**src/rtl/bmp_loader_pkg.sv**
```systemverilog
// rtl/bmp_loader_pkg.sv - shared states, BMP header offsets and helpers for bmp_loader
package bmp_loader_pkg;

    typedef enum logic [2:0] {
        ST_IDLE,
        ST_HEADER,
        ST_SKIP,
        ST_PIXEL,
        ST_PAD,
        ST_DONE,
        ST_ERROR
    } state_t;

    localparam int OFF_SIG_LO   = 0;
    localparam int OFF_SIG_HI   = 1;
    localparam int OFF_DATA     = 10;
    localparam int OFF_WIDTH    = 18;
    localparam int OFF_HEIGHT   = 22;
    localparam int OFF_BPP      = 28;
    localparam int OFF_COMP     = 30;
    localparam int OFF_LAST     = 33;
    localparam int MIN_DATA_OFF = 34;

    localparam logic [15:0] BMP_SIG = 16'h4D42;

    function automatic logic [31:0] abs32(input logic [31:0] v);
        return v[31] ? (~v + 32'd1) : v;
    endfunction

endpackage

```
**src/rtl/word_fifo.sv**
```systemverilog
// rtl/word_fifo.sv - small synchronous FIFO with full/empty flags; pushes while full are dropped
module word_fifo #(
    parameter int DEPTH = 4,
    parameter int WIDTH = 16
) (
    input  logic             clk,
    input  logic             rst,
    input  logic             clr,
    input  logic             push,
    input  logic [WIDTH-1:0] din,
    input  logic             pop,
    output logic [WIDTH-1:0] dout,
    output logic             full,
    output logic             empty
);

    localparam int PW = $clog2(DEPTH);
    localparam logic [PW:0] FULL_CNT = DEPTH[PW:0];

    logic [WIDTH-1:0] mem [DEPTH];
    logic [PW-1:0]    wp;
    logic [PW-1:0]    rp;
    logic [PW:0]      cnt;
    logic             do_push;
    logic             do_pop;

    assign full    = (cnt == FULL_CNT);
    assign empty   = (cnt == '0);
    assign do_push = push && !full;
    assign do_pop  = pop && !empty;
    assign dout    = mem[rp];

    always_ff @(posedge clk or posedge rst) begin
        if (rst) begin
            wp  <= '0;
            rp  <= '0;
            cnt <= '0;
        end else if (clr) begin
            wp  <= '0;
            rp  <= '0;
            cnt <= '0;
        end else begin
            if (do_push) wp <= wp + 1'b1;
            if (do_pop)  rp <= rp + 1'b1;
            case ({do_push, do_pop})
                2'b10:   cnt <= cnt + 1'b1;
                2'b01:   cnt <= cnt - 1'b1;
                default: cnt <= cnt;
            endcase
        end
    end

    always_ff @(posedge clk) begin
        if (do_push) mem[wp] <= din;
    end

endmodule

```
**src/rtl/bmp_loader.sv**
```systemverilog
// rtl/bmp_loader.sv - streaming 24/32-bpp BMP to framebuffer loader; BMP_LOADER_CLIP_EN clips oversized images
module bmp_loader
    import bmp_loader_pkg::*;
#(
    parameter int FB_W       = 640,
    parameter int FB_H       = 312,
    parameter int FB_BASE    = 0,
    parameter int AW         = 24,
    parameter int FIFO_DEPTH = 4
) (
    input  logic          clk_sys,
    input  logic          reset,
    input  logic          ioctl_download,
    input  logic          ioctl_wr,
    input  logic [24:0]   ioctl_addr,
    input  logic [7:0]    ioctl_dout,
    output logic          port_req,
    input  logic          port_ack,
    output logic [AW-2:0] port_a,
    output logic [1:0]    port_ds,
    output logic [15:0]   port_d,
    output logic          loaded,
    output logic          err,
    output logic [15:0]   img_w,
    output logic [15:0]   img_h
);

    localparam int FW = AW - 1 + 16;
    localparam logic [31:0] FB_BASE_W = 32'(FB_BASE) >> 1;

    state_t state, state_d;

    logic        dl_q;
    logic [7:0]  sig_lo;
    logic [31:0] data_off, hdr_w, hdr_h;
    logic [23:0] hdr_comp;
    logic [15:0] hdr_bpp;
    logic [15:0] x, r;
    logic [1:0]  bi, pad_cnt;
    logic [7:0]  b_byte, r_byte;
    logic [31:0] row_base;

    logic          dl_rise, dl_fall, abort;
    logic          bpp32, bottom_up;
    logic [31:0]   addr32, comp_full, h_abs, pix_idx;
    logic          size_ok, hdr_ok, in_fb;
    logic          wr_hdr, bad_sig, hdr_last, skip_hit;
    logic          wr_pix, pix_last, row_end, pad_last, last_row;
    logic [1:0]    last_bi, pad_n;
    logic [15:0]   y_cur;
    logic [AW-2:0] wa0, wa1;
    logic          push_lo, push_hi, push, overflow, issue;
    logic [FW-1:0] fifo_din, fifo_dout;
    logic          fifo_full, fifo_empty;

    assign dl_rise   = ioctl_download && !dl_q;
    assign dl_fall   = !ioctl_download && dl_q;
    assign abort     = dl_fall && state != ST_IDLE && state != ST_DONE;
    assign bpp32     = (hdr_bpp == 16'd32);
    assign bottom_up = !hdr_h[31];
    assign addr32    = {7'd0, ioctl_addr};
    assign comp_full = {ioctl_dout, hdr_comp};
    assign h_abs     = abs32(hdr_h);

`ifdef BMP_LOADER_CLIP_EN
    assign size_ok = 1'b1;
    assign in_fb   = (32'(x) < 32'(FB_W)) && (32'(y_cur) < 32'(FB_H));
`else
    assign size_ok = (hdr_w <= 32'(FB_W)) && (h_abs <= 32'(FB_H));
    assign in_fb   = 1'b1;
`endif

    // Checked on the final header byte, so the compression MSB comes straight off the bus.
    assign hdr_ok = (hdr_bpp == 16'd24 || hdr_bpp == 16'd32) && comp_full == 32'd0
                 && hdr_w != 32'd0 && h_abs != 32'd0
                 && hdr_w[31:16] == 16'd0 && h_abs[31:16] == 16'd0
                 && data_off >= 32'(MIN_DATA_OFF) && size_ok;

    assign wr_hdr   = (state == ST_HEADER) && ioctl_wr;
    assign bad_sig  = wr_hdr && ioctl_addr == 25'(OFF_SIG_HI) && {ioctl_dout, sig_lo} != BMP_SIG;
    assign hdr_last = wr_hdr && ioctl_addr == 25'(OFF_LAST);
    assign skip_hit = (state == ST_SKIP) && ioctl_wr && addr32 == data_off - 32'd1;

    assign wr_pix   = (state == ST_PIXEL) && ioctl_wr;
    assign last_bi  = bpp32 ? 2'd3 : 2'd2;
    assign pix_last = wr_pix && bi == last_bi;
    assign row_end  = pix_last && (x + 16'd1 == img_w);
    // 24-bpp rows are 3*w bytes, so the pad to a 4-byte boundary is w mod 4.
    assign pad_n    = bpp32 ? 2'd0 : img_w[1:0];
    assign pad_last = (state == ST_PAD) && ioctl_wr && pad_cnt == 2'd1;
    assign last_row = (r + 16'd1 == img_h);

    assign y_cur   = bottom_up ? (img_h - 16'd1 - r) : r;
    assign pix_idx = row_base + 32'(x);
    assign wa0     = (AW-1)'(FB_BASE_W + (pix_idx << 1));
    assign wa1     = wa0 + 1'b1;

    assign push_lo  = wr_pix && bi == 2'd1 && in_fb;
    assign push_hi  = pix_last && in_fb;
    assign push     = push_lo || push_hi;
    assign fifo_din = push_lo ? {wa0, ioctl_dout, b_byte}
                              : {wa1, (bpp32 ? ioctl_dout : 8'h00), (bpp32 ? r_byte : ioctl_dout)};
    assign overflow = push && fifo_full;
    assign issue    = !fifo_empty && (port_req == port_ack);
    assign port_ds  = 2'b11;

    word_fifo #(.DEPTH(FIFO_DEPTH), .WIDTH(FW)) u_fifo (
        .clk   (clk_sys),
        .rst   (reset),
        .clr   (dl_rise),
        .push  (push),
        .din   (fifo_din),
        .pop   (issue),
        .dout  (fifo_dout),
        .full  (fifo_full),
        .empty (fifo_empty)
    );

    always_ff @(posedge clk_sys or posedge reset) begin
        if (reset) state <= ST_IDLE;
        else       state <= state_d;
    end

    always_comb begin
        state_d = state;
        if (dl_rise) begin
            state_d = ST_HEADER;
        end else if (abort) begin
            state_d = ST_IDLE;
        end else begin
            case (state)
                ST_HEADER: begin
                    if (bad_sig)
                        state_d = ST_ERROR;
                    else if (hdr_last)
                        state_d = !hdr_ok ? ST_ERROR
                                : (data_off == 32'(MIN_DATA_OFF) ? ST_PIXEL : ST_SKIP);
                end
                ST_SKIP:  if (skip_hit) state_d = ST_PIXEL;
                ST_PIXEL: if (row_end)  state_d = (pad_n != 2'd0) ? ST_PAD
                                                : (last_row ? ST_DONE : ST_PIXEL);
                ST_PAD:   if (pad_last) state_d = last_row ? ST_DONE : ST_PIXEL;
                default:  state_d = state;
            endcase
        end
    end

    always_ff @(posedge clk_sys or posedge reset) begin
        if (reset) begin
            dl_q     <= 1'b0;
            sig_lo   <= '0;
            data_off <= '0;
            hdr_w    <= '0;
            hdr_h    <= '0;
            hdr_comp <= '0;
            hdr_bpp  <= '0;
            x        <= '0;
            r        <= '0;
            bi       <= '0;
            pad_cnt  <= '0;
            b_byte   <= '0;
            r_byte   <= '0;
            row_base <= '0;
            img_w    <= '0;
            img_h    <= '0;
            loaded   <= 1'b0;
            err      <= 1'b0;
        end else begin
            dl_q     <= ioctl_download;
            row_base <= 32'(y_cur) * 32'(FB_W);
            if (dl_rise) begin
                sig_lo   <= '0;
                data_off <= '0;
                hdr_w    <= '0;
                hdr_h    <= '0;
                hdr_comp <= '0;
                hdr_bpp  <= '0;
                x        <= '0;
                r        <= '0;
                bi       <= '0;
                pad_cnt  <= '0;
                img_w    <= '0;
                img_h    <= '0;
                loaded   <= 1'b0;
                err      <= 1'b0;
            end else begin
                if (bad_sig || (hdr_last && !hdr_ok) || overflow || abort)
                    err <= 1'b1;
                if (wr_hdr) begin
                    if (ioctl_addr == 25'(OFF_SIG_LO)) sig_lo <= ioctl_dout;
                    for (int i = 0; i < 4; i++) begin
                        if (ioctl_addr == 25'(OFF_DATA + i))   data_off[8*i +: 8] <= ioctl_dout;
                        if (ioctl_addr == 25'(OFF_WIDTH + i))  hdr_w[8*i +: 8]    <= ioctl_dout;
                        if (ioctl_addr == 25'(OFF_HEIGHT + i)) hdr_h[8*i +: 8]    <= ioctl_dout;
                    end
                    for (int i = 0; i < 3; i++)
                        if (ioctl_addr == 25'(OFF_COMP + i)) hdr_comp[8*i +: 8] <= ioctl_dout;
                    for (int i = 0; i < 2; i++)
                        if (ioctl_addr == 25'(OFF_BPP + i)) hdr_bpp[8*i +: 8] <= ioctl_dout;
                end
                if (hdr_last) begin
                    img_w <= hdr_w[15:0];
                    img_h <= h_abs[15:0];
                end
                if (wr_pix) begin
                    if (bi == 2'd0) b_byte <= ioctl_dout;
                    if (bi == 2'd2) r_byte <= ioctl_dout;
                    bi <= pix_last ? 2'd0 : bi + 2'd1;
                end
                if (pix_last)                            x <= row_end ? 16'd0 : x + 16'd1;
                if (row_end)                             pad_cnt <= pad_n;
                if (state == ST_PAD && ioctl_wr)         pad_cnt <= pad_cnt - 2'd1;
                if ((row_end && pad_n == 2'd0) || pad_last) r <= r + 16'd1;
                if (state == ST_DONE && fifo_empty && port_req == port_ack)
                    loaded <= 1'b1;
            end
        end
    end

    always_ff @(posedge clk_sys or posedge reset) begin
        if (reset) begin
            port_req <= 1'b0;
            port_a   <= '0;
            port_d   <= '0;
        end else if (issue) begin
            port_req <= ~port_req;
            port_a   <= fifo_dout[FW-1:16];
            port_d   <= fifo_dout[15:0];
        end
    end

endmodule

```
**config.mk**
```make
export PLATFORM = sky130hd
export DESIGN_NAME = bmp_loader
export DESIGN_NICKNAME = d
export VERILOG_FILES = /design/src/rtl/bmp_loader_pkg.sv /design/src/rtl/word_fifo.sv /design/src/rtl/bmp_loader.sv
export SDC_FILE = /design/constraint.sdc
export NUM_CORES = 1
export LEC_CHECK = 0
export CAP_MARGIN = 20
export CORE_ASPECT_RATIO = 1.2
export CORE_UTILIZATION = 45
export CTS_BUF_LIST = sky130_fd_sc_hd__clkbuf_8
export CTS_CLUSTER_SIZE = 25
export DETAILED_ROUTE_END_ITERATION = 8
export GPL_TIMING_DRIVEN = 0
export SETUP_SLACK_MARGIN = 0.5
export SLEW_MARGIN = 30
export SYNTH_ARGS = -nofsm -noshare
export SYNTH_HDL_FRONTEND = slang
export SYNTH_SLANG_ARGS = --single-unit
```
**constraint.sdc**
```tcl
create_clock -name clk_sys -period 20.2 [get_ports clk_sys]
set_clock_uncertainty 0.2 [all_clocks]
set_input_delay 4.04 -clock clk_sys [delete_from_list [all_inputs] [get_ports clk_sys]]
set_output_delay 4.04 -clock clk_sys [all_outputs]
set_load 0.01 [all_outputs]
```
Yosys cells after proc, flatten, opt, wreduce, memory -nomap -nowiden
Memories as Yosys holds them, arrays and structs flattened. A register that Yosys moved wholly into a read port is not among the register bits.
Index checks and enable logic that the tools add are counted.

storage, ports and cells
  register bits after elaboration = 257
  RAM bits = 156
  output and inout port bits = 76
  memories = 1

memories
  memory      words  bits a word  read ports  clocked after memory_dff  wr ports  line             RTL
  u_fifo.mem  4      39           1           1                         1         word_fifo.sv:20  logic [WIDTH-1:0] mem [DEPTH];

operators by class
  $add $sub $neg = 14
  multiply operators = 1
  order comparisons = 3
  equal/unequal tests = 44
  multiplexer cells = 76
  bitwise logic cells = 3
  reductions and logical operators = 105

operators with widths
  kind                   count
  $eq 25x5->1 const B    12
  $mux 32                7
  $mux 16                12
  $mux 8                 22
  $eq 25x4->1 const B    4
  $reduce_bool 32->1     2
  $reduce_bool 2->1      28
  $eq 25x6->1 const B    2
  $mux 24                2
  $mux 39                1
  $reduce_and 2->1       18
  $mux 3                 11
  $add 16x1->16 const B  2
  $add 32x1->32 const B  1
  $eq 16x16->1           2
  $eq 25x32->1           1
  $eq 32x6->1 const B    1
  $ge 32x6->1 const B    1
  $le 32x10->1 const B   1
  $le 32x9->1 const B    1
  $logic_and 1x1->1      32
  $logic_not 16->1       2
  $logic_not 32->1       1
  $not 32->32            1
  other kinds (38)       79

Longest topological paths before layout
Gate-level depths: netlist of run 1.

  depth in word-level cells = 16
  gate-level depth with buffers = 22
  mapped depth without buffers = 22

Modules after synthesis
A second synthesis of run 1 with hierarchy kept.

unflattened totals
  cell total of the unflattened synthesis = 2229
  area total of the unflattened synthesis = 23435.0 sq um

by module, submodules not included
  module      times used  cells each  area each (sq um)  sequential area each (sq um)
  bmp_loader  1           1958        17211.5            7231.9
  word_fifo   1           271         6223.5             4859.7

Worst setup path after synthesis of run 1
OpenSTA, ideal clock, no wires.

  kind = input-to-reg
  start = input ioctl_wr
  end = memory u_fifo.mem[0][0] in the netlist's numbering, enable pin
  library setup time = 0.400 ns
  arrival = 6.079 ns
  data required time = 19.600 ns
  setup slack = 13.521 ns
  cell stages on the path = 6
  buffers on the path = 1
  cells stage by stage = nor2b_1 > and3_1 > nand4b_1 > a22oi_1 > clkbuf_1 > and2_1

on the way
  cells in the longest elaborated chain, start to end = 6
  elaborated cells between the ends (all ways) = 7
  those cells by class = mux: 2; reduce/logical: 5

ends and longest elaborated chain
  item                                         line                                RTL
  start: declaration                           bmp_loader.sv:14                    input logic ioctl_wr,
  $logic_and 1x1->1 *                          bmp_loader.sv:84                    assign wr_pix = (state == ST_PIXEL) && ioctl_wr;
  $logic_and 1x1->1, on equally long branches  bmp_loader.sv:98, bmp_loader.sv:86
  $logic_or 1x1->1 *                           bmp_loader.sv:100                   assign push = push_lo || push_hi;
  $logic_and 1x1->1 *                          word_fifo.sv:29                     assign do_push = push && !full;
  $mux 1 *                                     word_fifo.sv:54                     if (do_push) mem[wp] <= din;
  $mux 1 (not written as such) *               word_fifo.sv:54
  end: declaration                             word_fifo.sv:20

Mark *: on every way between the ends. The rest lies on a longest branch, timed or not.

Worst setup path after layout of run 1
  start = input ioctl_wr
  end = register x[1]

on the way
  cells in the longest elaborated chain, start to end = 6
  elaborated cells between the ends (all ways) = 7
  those cells by class = mux: 3; reduce/logical: 4

ends and longest elaborated chain
  item                    line               RTL
  $logic_and 1x1->1 *     bmp_loader.sv:84
  $logic_and 1x1->1 *     bmp_loader.sv:86   assign pix_last = wr_pix && bi == last_bi;
  $logic_and 1x1->1       bmp_loader.sv:87   assign row_end = pix_last && (x + 16'd1 == img_w);
  $mux 16 (2 in series)   bmp_loader.sv:210  if (pix_last) x <= row_end ? 16'd0 : x + 16'd1;
  $mux 16                 bmp_loader.sv:171  if (dl_rise) begin
  end signal: assignment  bmp_loader.sv:210
  end: declaration        bmp_loader.sv:38   logic [15:0] x, r;

Mark *: on every way between the ends. The rest lies on a longest branch, timed or not. The select of a mux whose other input is x is not followed.
A chain may end at the register's enable or synchronous reset.

==> out/qor_table.md, run 1 <==
| Quantity | Reported |
|:---|:---|
| Number of hold violations in the final report | 0 |
| Global route overflow | 0 |
| Cell types with the highest counts after synthesis | dfrtp_1 (296), nor2_1 (263), edfxtp_1 (156) |
| Setup TNS | 0 ns |
| Headroom to the max-slew limit | 0.288 |
| Via count of the first global-routing pass | 17000 |
| Count of maximum capacitance violations | 0 |
| Wire length per cell | 20.9 um |
| Count of different cell masters after synthesis | 82 |
| Area share of the largest cell type after synthesis | 0.319 |
| First-pass iteration count of the detailed router | 5 |
| Reg-to-reg setup timing slack | 13.80 ns |
| Cells after synthesis | 2099 |
| Non-filler cells, final | 2995 |
| Final number of max-transition violations | 0 |
| CP peak stage delay | 0.67 ns |
| Number of setup buffers added after CTS | 0 |
| Layout cell share with drive strength beyond 1 | 0.103 |
| Drt first-iter violations | 1063 |
| Post-cts resize count | 0 |
| Routability Congestion | 0.896 |
| HPWL after detailed placement | 44.2 mm |
| Die ar. | 0.0526 mm2 |
| Clock network latency to the later pin of the worst-skew pair | 0.64 ns |
| Largest buffer count on any clock path | 3 |
| Setup violators final | 0 |
| Area grow syn2layout | 15.1% |
| Routed Wire Length | 62.6 mm |
| Count of flip-flops with a built-in enable after synthesis | 156 |
| Type of the setup path with the least slack | in2reg |
| Leak | 11.6 nW |
| Routed via count | 17100 |
| Total clock buffers created by CTS | 77 |
| Crit-path slowest cell | clkdlybuf4s50_1 |
| Flip-flop cell with the highest count after synthesis | dfrtp_1 |
| Period Utilization, post-route | 0.363 |
| Yosys reg bits | 452 |
| Number of clock sinks seen by CTS | 452 |
| CP Launch Type | input pin |
| Worst vdd ir | 46.8 uV |
| Residual DRC | 0 |
| Setup repair after global routing missed its margin | false |
| Achievable clock frequency | 136 MHz |
| Power per standard cell area | 83.5 mW/mm2 |
| Final standard cell utilization of the core | 0.528 |
| Worst min-delay path category | reg2reg |
| CTS H-tree lvls | 3 |
| Final period demand of the worst path | 7.34 ns |
| Initial standard-cell utilization of the core | 0.459 |
| Result of the run | finished, final reports clean |
| Maximum number of pins on one net before global-route repair | 91 |
| Yosys Warn Count | 0 |
| Placed instance count | 2854 |
| Number of nets still failing antenna checks after routing | 0 |
| Number of antenna violations at the first check in global routing | 0 |
| Number of top-level pins | 114 |
| Vias per cell | 5.70 |
| Part of the Yosys area used for sequential elements | 0.520 |
| Arrival @ worst endpoint | 7.66 ns |
| Most frequent cell after synthesis | dfrtp_1 |
| Horizontal extent of the die | 210 um |
| Cell Chain, Critical Path | clkdlybuf4s50_1 -> nor2b_1 -> and3_1 -> nand4b_1 -> nor4_1 -> nand4_1 -> nand3_1 -> clkbuf_1 -> inv_1 -> a22o_1 |
| Root cell of the clock tree | clkbuf_8 |
| Slew of the pin with the lowest slew margin | 1.07 ns |
| Crit Path Max Fanout | 10 |
| Port bufs | 107 |
| Biggest area contributors in the synthesized netlist | dfrtp_1 (32%), edfxtp_1 (20%), mux2i_1 (5.9%) |
| Hold_buf cts | 0 |
| Vertical extent of the die | 251 um |
| Async S/R FF share, synth | 0.655 |
| Post-Synthesis Cell Area | 0.0233 mm2 |
| Mapped Avg Cell Area | 11.1 um2 |
| Largest area contributor in the netlist | dfrtp_1 |
| TritonCTS clock tree | yes |
| Aggregate global-route resource usage | 0.243 |
| Worst Path Required | 20.53 ns |
| Number of nets in the layout | 2390 |
| Clock slew at reported path FFs | 0.06 ns |
| Std-Cell Core Area | 0.0507 mm2 |
| Critical path capture point type | flop |
| Number of placement rows | 90 |
| First-pass GRT wire length | 97.9 mm |
-- final cells by class --
type | instances | area, um2
antenna | 1 | 2.50
buffer | 121 | 494
clock buffer | 89 | 1220
clock inverter | 51 | 283
fill | 4545 | 23900
inverter | 44 | 173
multi-input combinational | 1483 | 10500
sequential | 452 | 12100
tap | 644 | 806
timing repair buffer | 110 | 1150
-- layout by cell type, fill, tap and decap left out, types with 9 or more instances in the layout --
cell / instances
dfrtp_1: 296
nor2_1: 263
edfxtp_1: 156
nand2_1: 153
mux2i_1: 138
clkdlybuf4s50_1: 107
clkbuf_1: 101
clkbuf_8: 89
a21oi_1: 83
xnor2_1: 81
o21ai_0: 70
inv_1: 69
mux2_2: 59
ha_1: 59
nor3_1: 57
nand3_1: 52
xor2_1: 50
nor4_1: 43
mux4_2: 39
nor2b_1: 25
nand4_1: 24
or3_1: 23
o31ai_1: 17
a31oi_1: 17
and2_1: 17
nand2b_1: 16
a211oi_1: 15
or4_1: 12
and3_1: 12
o211ai_1: 12
clkinv_2: 9
-- critical path, delay by kind of cell --
kind                   cells  cell delay [ns]
AND/OR/NAND/NOR            6             2.04
buffers and inverters      3             1.35
AO/OA/AOI/OAI              1             0.22
-- metrics by stage --
step / hold WS (ns) / area [um2] / worst slack, ns / total power [W]
3_3_place_gp: 0.282 / 25100 / 3.82 / 0.00145
5_1_grt: 0.317 / 26800 / 12.63 / 0.00234
4_1_cts: 0.297 / 26700 / 12.91 / 0.00227
6_report: 0.293 / 26800 / 12.86 / 0.00224
3_5_place_dp: 0.284 / 25200 / 12.23 / 0.00146
2_1_floorplan: 0.259 / 23300 / 7.78 / 0.00129
-- power by group --
part           internal, W  total (W)  switching, W
clock             0.000429   0.000804      0.000374
sequential        0.000999    0.00103     0.0000321
combinational     0.000201   0.000401      0.000199
-- worst paths after layout --
check                                 from      endpoint  cells after the start
worst min register to register  pad_cnt[0]    pad_cnt[0]                      1
min in group asynchronous            reset     r_byte[6]                      2
worst max register to register   hdr_h[31]  row_base[21]                     19
max in group asynchronous            reset    port_a[15]                      5
worst max-delay path              ioctl_wr          x[1]                     10
worst min-delay path            pad_cnt[0]    pad_cnt[0]                      1
-- sequential cells by signal, indices dropped and copies added (netlist names), 16 cells and up --
register and flops:
img_w 16, hdr_h 32, x 16, r 16
u_fifo.mem 156, hdr_comp 24, img_h 16, port_a 23
hdr_w 32, port_d 16, data_off 32, hdr_bpp 16
-- metal layers --
metal | part of all wire | global-route usage | up-vias
met3 | 0.051 | 0.0370 | 114
met5 | 0 | 0 | -
met1 | 0.43 | 0.311 | 8473
li1 | - | - | 8035
met2 | 0.49 | 0.416 | 464
met4 | 0.030 | 0.0901 | 0
-- cell families after synthesis --
logic type                 count (synthesis)  synth area share
DFF                                      452             0.520
other                                      1          0.000161
xor gates and xnor gates                 132            0.0503
buffers and inverters                    165            0.0281
adders and majority gates                 63            0.0352
muxes                                    236             0.126
and+or+nand+nor                          751             0.157
AOI/OAI and AO/OA                        299            0.0830
Power figures use the tool's default switching activity.
==> inputs of run 2 (changes only) <==
==> constraint.sdc (replaced) <==
create_clock -name clk_sys -period 6.8 [get_ports clk_sys]
set_clock_uncertainty 0.2 [all_clocks]
set_input_delay 1.36 -clock clk_sys [delete_from_list [all_inputs] [get_ports clk_sys]]
set_output_delay 1.36 -clock clk_sys [all_outputs]
set_load 0.01 [all_outputs]
==> out/qor_table.md, run 2 (synthesized netlist as in run 1, its figures left out) <==
| Quantity | Reported |
|:---|:---|
| Result of the run | finished, final reports clean |
| Routability Congestion | 0.880 |
| Setup violators final | 0 |
| Setup repair after global routing missed its margin | false |
| Largest Register | u_fifo.mem |
| Critical path capture point type | flop |
| Met3 usage in global routing | 0.0387 |
| CTS H-tree lvls | 3 |
| Final standard cell utilization of the core | 0.532 |
| Finished layout cell area | 0.0269 mm2 |
| Clock slew at reported path FFs | 0.06 ns |
| Number of top-level pins | 114 |
| Area grow syn2layout | 15.8% |
| Worst vdd ir | 175 uV |
| Min-delay src | pad_cnt[0] |
| Horizontal extent of the die | 210 um |
| Worst reg2reg path startpoint | hdr_h[31] |
| Global route hottest layer | met2 |
| Count of maximum capacitance violations | 0 |
| Global route overflow | 0 |
| Drt first-iter violations | 1094 |
| Total placed instance area | 0.0254 mm2 |
| Root cell of the clock tree | clkbuf_8 |
| Number of nets still failing antenna checks after routing | 0 |
| Number of nets in the layout | 2396 |
| Met2 track demand over resource in global routing | 0.417 |
| Crit Path Max Fanout | 10 |
| Layout cell share with drive strength beyond 1 | 0.107 |
| WHS Endpoint | pad_cnt[0] |
| Flip-flop count of the largest register, all copies and words added | 156 |
| Reg-to-reg critical path endpoint | row_base[21] |
| Count of filler cells inserted in the layout | 4565 |
| Routed via count | 17000 |
| Routed Wire Length | 62.6 mm |
| First-pass iteration count of the detailed router | 5 |
| Hold-critical path depth | 1 |
| Std-Cell Core Area | 0.0507 mm2 |
| Total clock buffers created by CTS | 75 |
| CP Launch Type | flop |
| Residual DRC | 0 |
| Final number of max-transition violations | 0 |
| Number of placement rows | 90 |
| First-pass GRT wire length | 99.0 mm |
| TritonCTS clock tree | yes |
| Worst Path Required | 7.10 ns |
| Number of clock sinks seen by CTS | 452 |
| Area of the multi-input gates | 0.0105 mm2 |
| Port bufs | 107 |
| Initial standard-cell utilization of the core | 0.459 |
| Vias per cell | 5.68 |
| Worst min-delay path category | reg2reg |
| Number of antenna violations at the first check in global routing | 1 |
| Via count of the first global-routing pass | 17100 |
| Headroom to the max-slew limit | 0.291 |
| Aggregate global-route resource usage | 0.244 |
| Die ar. | 0.0526 mm2 |
| Number of hold violations in the final report | 0 |
| Largest buffer count on any clock path | 3 |
| HPWL after detailed placement | 44.9 mm |
| Reg-to-reg setup timing slack | 1.07 ns |
| Arrival @ worst endpoint | 6.03 ns |
| Maximum number of pins on one net before global-route repair | 40 |
| Type of the setup path with the least slack | reg2reg |
| Leak | 11.7 nW |
| Clock network latency to the later pin of the worst-skew pair | 0.66 ns |
| Period Utilization, post-route | 0.843 |
| Vertical extent of the die | 251 um |
| Wire length per cell | 20.9 um |
| Leading cell type in the layout, fill and taps excluded | dfrtp_1 |
| Final period demand of the worst path | 5.73 ns |
| Sequential cell area | 0.0121 mm2 |
| Number of cells on the worst reg-to-reg path | 19 |
| Commonest non-fill, non-tap cells in the layout | dfrtp_1 (296), nor2_1 (262), edfxtp_1 (156) |
| M1 GR Usage | 0.310 |
| Achievable clock frequency | 174 MHz |
| Power per standard cell area | 249 mW/mm2 |
| Slew of the pin with the lowest slew margin | 1.06 ns |
-- run 2: layout make-up --
class / count / share of cell area
antenna: 1 / 0.0000929
buffer: 121 / 0.0185
clock buffer: 89 / 0.0455
clock inverter: 47 / 0.0114
inverter: 44 / 0.00627
multi-input combinational: 1483 / 0.391
sequential: 452 / 0.449
tap: 644 / 0.0299
timing repair buffer: 118 / 0.0485
-- run 2: metrics by stage --
step | TNS, ns | total power [W] | setup WS, ns | hold slack (ns) | std cells
final | 0 | 0.00670 | 1.07 | 0.300 | 2999
after floorplan | 0 | 0.00384 | 1.31 | 0.259 | 2100
after CTS | 0 | 0.00679 | 0.692 | 0.303 | 2998
after global routing | 0 | 0.00700 | 0.657 | 0.326 | 2999
after global placement | -260.64 | 0.00429 | -0.909 | 0.278 | 2851
after detailed placement | 0 | 0.00433 | 0.471 | 0.287 | 2862
-- run 2: timing repair --
action,in CTS,in global routing
endpoints found under the setup margin,1,1
hold buffers,0,0
resized for setup,1,4
buffers inserted,0,0
-- run 2: report_power, final --
group	leakage [nW]	internal (W)	total, W	switching [W]
logic	5.24	0.000605	0.00120	0.000592
clock network	0.887	0.00134	0.00244	0.00110
registers	5.53	0.00297	0.00306	0.0000955
-- run 2: worst max path at each step --
| stage | cells after the start | endpoint | from | slack (ns) |
|---|---|---|---|---|
| after floorplan | 1 | b_byte[0] | reset | 1.31 |
| after global placement | 2 | r[15] | reset | -0.91 |
| after detailed placement | 19 | row_base[21] | hdr_h[31] | 0.47 |
| after CTS | 19 | row_base[21] | hdr_h[31] | 0.69 |
| after global routing | 19 | row_base[21] | hdr_h[31] | 0.66 |
| final | 19 | row_base[21] | hdr_h[31] | 1.07 |
-- run 2: routing by layer --
| metal | wire [um] | vias to the layer above |
|---|---|---|
| met5 | 0 | - |
| met3 | 2750 | 117 |
| met1 | 27100 | 8450 |
| met4 | 1970 | 0 |
| met2 | 30800 | 415 |
| li1 | - | 8043 |
-- run 2: critical path, stage by stage (launching register included) --
cell	delay [ns]
dfrtp_1	0.41
clkbuf_2	0.28
clkbuf_1	0.41
clkbuf_2	0.40
buf_2	0.39
clkbuf_1	0.39
nand2_1	0.11
o21ai_0	0.16
ha_1	0.34
ha_1	0.31
a21o_1	0.15
a21o_1	0.20
a2111oi_0	0.44
nor3_1	0.11
a21oi_1	0.24
nor2b_1	0.07
o21a_1	0.19
o41a_1	0.34
xnor2_1	0.17
xnor3_1	0.28
==> inputs of run 3 (changes only) <==
==> constraint.sdc (replaced) <==
create_clock -name clk_sys -period 5.6 [get_ports clk_sys]
set_clock_uncertainty 0.2 [all_clocks]
set_input_delay 1.12 -clock clk_sys [delete_from_list [all_inputs] [get_ports clk_sys]]
set_output_delay 1.12 -clock clk_sys [all_outputs]
set_load 0.01 [all_outputs]
==> out/qor_table.md, run 3 (synthesized netlist as in run 1, its figures left out) <==
| Quantity | Reported |
|:---|:---|
| Vertical extent of the die | 251 um |
| Residual DRC | 0 |
| Number of placement rows | 90 |
| Finished layout cell area | 0.0270 mm2 |
| Combined buffer and inverter count along the critical path | 5 |
| HPWL after detailed placement | 44.9 mm |
| Setup repair after global routing missed its margin | false |
| Number of nets in the layout | 2399 |
| Met3 usage in global routing | 0.0382 |
| Worst Path Required | 5.90 ns |
| First-pass iteration count of the detailed router | 5 |
| Power share of the sequential group | 0.457 |
| Largest Register | u_fifo.mem |
| Achievable clock frequency | 205 MHz |
| Area grow syn2layout | 16.2% |
| Leak | 11.7 nW |
| Total placed instance area | 0.0254 mm2 |
| Routed Wire Length | 62.8 mm |
| Proportion of power drawn by the clock network | 0.365 |
| Headroom to the max-slew limit | 0.298 |
| Worst min-delay path category | reg2reg |
| Result of the run | finished, final reports clean |
| Die ar. | 0.0526 mm2 |
| Root cell of the clock tree | clkbuf_8 |
| Global route hottest layer | met2 |
| Number of antenna violations at the first check in global routing | 1 |
| Clock slew at reported path FFs | 0.06 ns |
| Wire length per cell | 20.9 um |
| Reg-to-reg setup timing slack | 0.73 ns |
| Port bufs | 107 |
| Final hold slack | 0.298 ns |
| Placed instance count | 2862 |
| Final standard cell utilization of the core | 0.533 |
| Non-filler cells, final | 3002 |
| Crit-path slowest cell | dfrtp_1 |
| Met2 track demand over resource in global routing | 0.417 |
| Maximum number of pins on one net before global-route repair | 40 |
| Final number of max-transition violations | 0 |
| Largest delay share family, worst path | compound AO/OA/AOI/OAI gates |
| CP peak stage delay | 0.41 ns |
| CTS H-tree lvls | 3 |
| CP Launch Type | flop |
| TritonCTS clock tree | yes |
| Worst vdd ir | 213 uV |
| Power per standard cell area | 301 mW/mm2 |
| Vias per cell | 5.69 |
| Clock network latency to the later pin of the worst-skew pair | 0.66 ns |
| Aggregate global-route resource usage | 0.244 |
| Type of the setup path with the least slack | reg2reg |
| Internal power contribution | 0.00597 W |
| Crit Path Max Fanout | 10 |
| Commonest non-fill, non-tap cells in the layout | dfrtp_1 (295), nor2_1 (262), edfxtp_1 (156) |
| Cell Chain, Critical Path | clkbuf_4 -> clkbuf_4 -> clkbuf_8 -> buf_4 -> clkbuf_2 -> nand2_1 -> o21ai_0 -> ha_1 -> ha_1 -> a21o_1 -> a21o_1 -> a2111oi_4 -> nor3_1 -> a21oi_2 -> nor2b_1 -> o21a_1 -> o41a_1 -> xnor2_1 -> xnor3_1 |
| Global route overflow | 0 |
| Number of hold violations in the final report | 0 |
| Switching Fraction | 0.267 |
| Number of top-level pins | 114 |
| Final period demand of the worst path | 4.87 ns |
| Via count of the first global-routing pass | 17100 |
| Critical path capture point type | flop |
| Total clock buffers created by CTS | 75 |
| Routed via count | 17100 |
| Setup violators final | 0 |
| Std-Cell Core Area | 0.0507 mm2 |
| Largest buffer count on any clock path | 3 |
| Period Utilization, post-route | 0.869 |
| Arrival @ worst endpoint | 5.16 ns |
| Drt first-iter violations | 1013 |
| Number of nets still failing antenna checks after routing | 0 |
| Leading cell type in the layout, fill and taps excluded | dfrtp_1 |
| Number of clock sinks seen by CTS | 452 |
| Routability Congestion | 0.880 |
| Horizontal extent of the die | 210 um |
| Flip-flop count of the largest register, all copies and words added | 156 |
| Switching pwr | 0.00217 W |
| Layout cell share with drive strength beyond 1 | 0.111 |
| Combinational cell fraction of total power | 0.179 |
| Initial standard-cell utilization of the core | 0.459 |
| First-pass GRT wire length | 98.9 mm |
| Slew of the pin with the lowest slew margin | 1.05 ns |
| Count of maximum capacitance violations | 0 |
| M1 GR Usage | 0.311 |
[run 3: cell count changes in the layout (fill, tap and decap cells not counted), moves of 2 or more]
| cell | previous run | this run |
|---|---|---|
| clkbuf_1 | 97 | 95 |
| buf_4 | 2 | 6 |
| a21oi_1 | 83 | 80 |
| o21ai_1 | 1 | 5 |
| a21oi_2 | 0 | 3 |
| clkbuf_4 | 0 | 2 |
| o21ai_0 | 70 | 66 |
[run 3: routing by layer]
metal | wire, um | part of all wire
met5 | 0 | 0
met2 | 30900 | 0.49
met1 | 27000 | 0.43
met3 | 2850 | 0.045
met4 | 2060 | 0.033
[run 3: metrics by stage]
stage | setup TNS, ns | power (W) | setup WS, ns
finish | 0 | 0.00814 | 0.731
global route | 0 | 0.00850 | 0.462
CTS | 0 | 0.00824 | 0.529
detailed placement | -1.06 | 0.00526 | -0.729
global placement | -545.80 | 0.00521 | -1.87
floorplan | 0 | 0.00467 | 0.349
[run 3: worst paths after layout]
path                             from           end  cells past startpoint
max                         hdr_h[31]  row_base[21]                     19
min                        pad_cnt[0]    pad_cnt[0]                      1
max reg2reg                 hdr_h[31]  row_base[21]                     19
min reg2reg                pad_cnt[0]    pad_cnt[0]                      1
max in group asynchronous       reset          r[0]                      6
min in group asynchronous       reset     sig_lo[6]                      2
[run 3: cell type report]
class | instances | area [um2]
Sequential cell | 452 | 12100
Inverter | 44 | 169
Fill cell | 4554 | 23700
Clock buffer | 89 | 1220
Clock inverter | 47 | 308
Tap cell | 644 | 806
Antenna cell | 1 | 2.50
Multi-Input combinational cell | 1483 | 10600
Buffer | 121 | 518
Timing Repair Buffer | 121 | 1330
[run 3: power by group through the flow]
stage                     Clock [W]  Combinational, W  Sequential [W]
after floorplan                   0          0.000851         0.00381
final                       0.00297           0.00145         0.00372
after CTS                   0.00304           0.00148         0.00372
after global routing        0.00318           0.00158         0.00374
after global placement            0           0.00143         0.00378
after detailed placement          0           0.00147         0.00378
[run 3: worst register-to-register path, stage by stage (launching register included)]
cell and delay, ns:
dfrtp_1 0.41, clkbuf_4 0.25, clkbuf_4 0.24, clkbuf_8 0.21, buf_4 0.26, clkbuf_2 0.27
nand2_1 0.08, o21ai_0 0.15, ha_1 0.32, ha_1 0.30, a21o_1 0.15, a21o_1 0.23
a2111oi_4 0.35, nor3_1 0.11, a21oi_2 0.17, nor2b_1 0.06, o21a_1 0.18, o41a_1 0.34
xnor2_1 0.17, xnor3_1 0.28
[run 3: repair_timing]
action | in CTS | in global routing
pin swaps | 0 | 3
hold endpoints to repair | 0 | 0
resized for setup | 12 | 11
hold buffers | 0 | 0
endpoints found under the setup margin | 6 | 1
setup buffers | 0 | 3
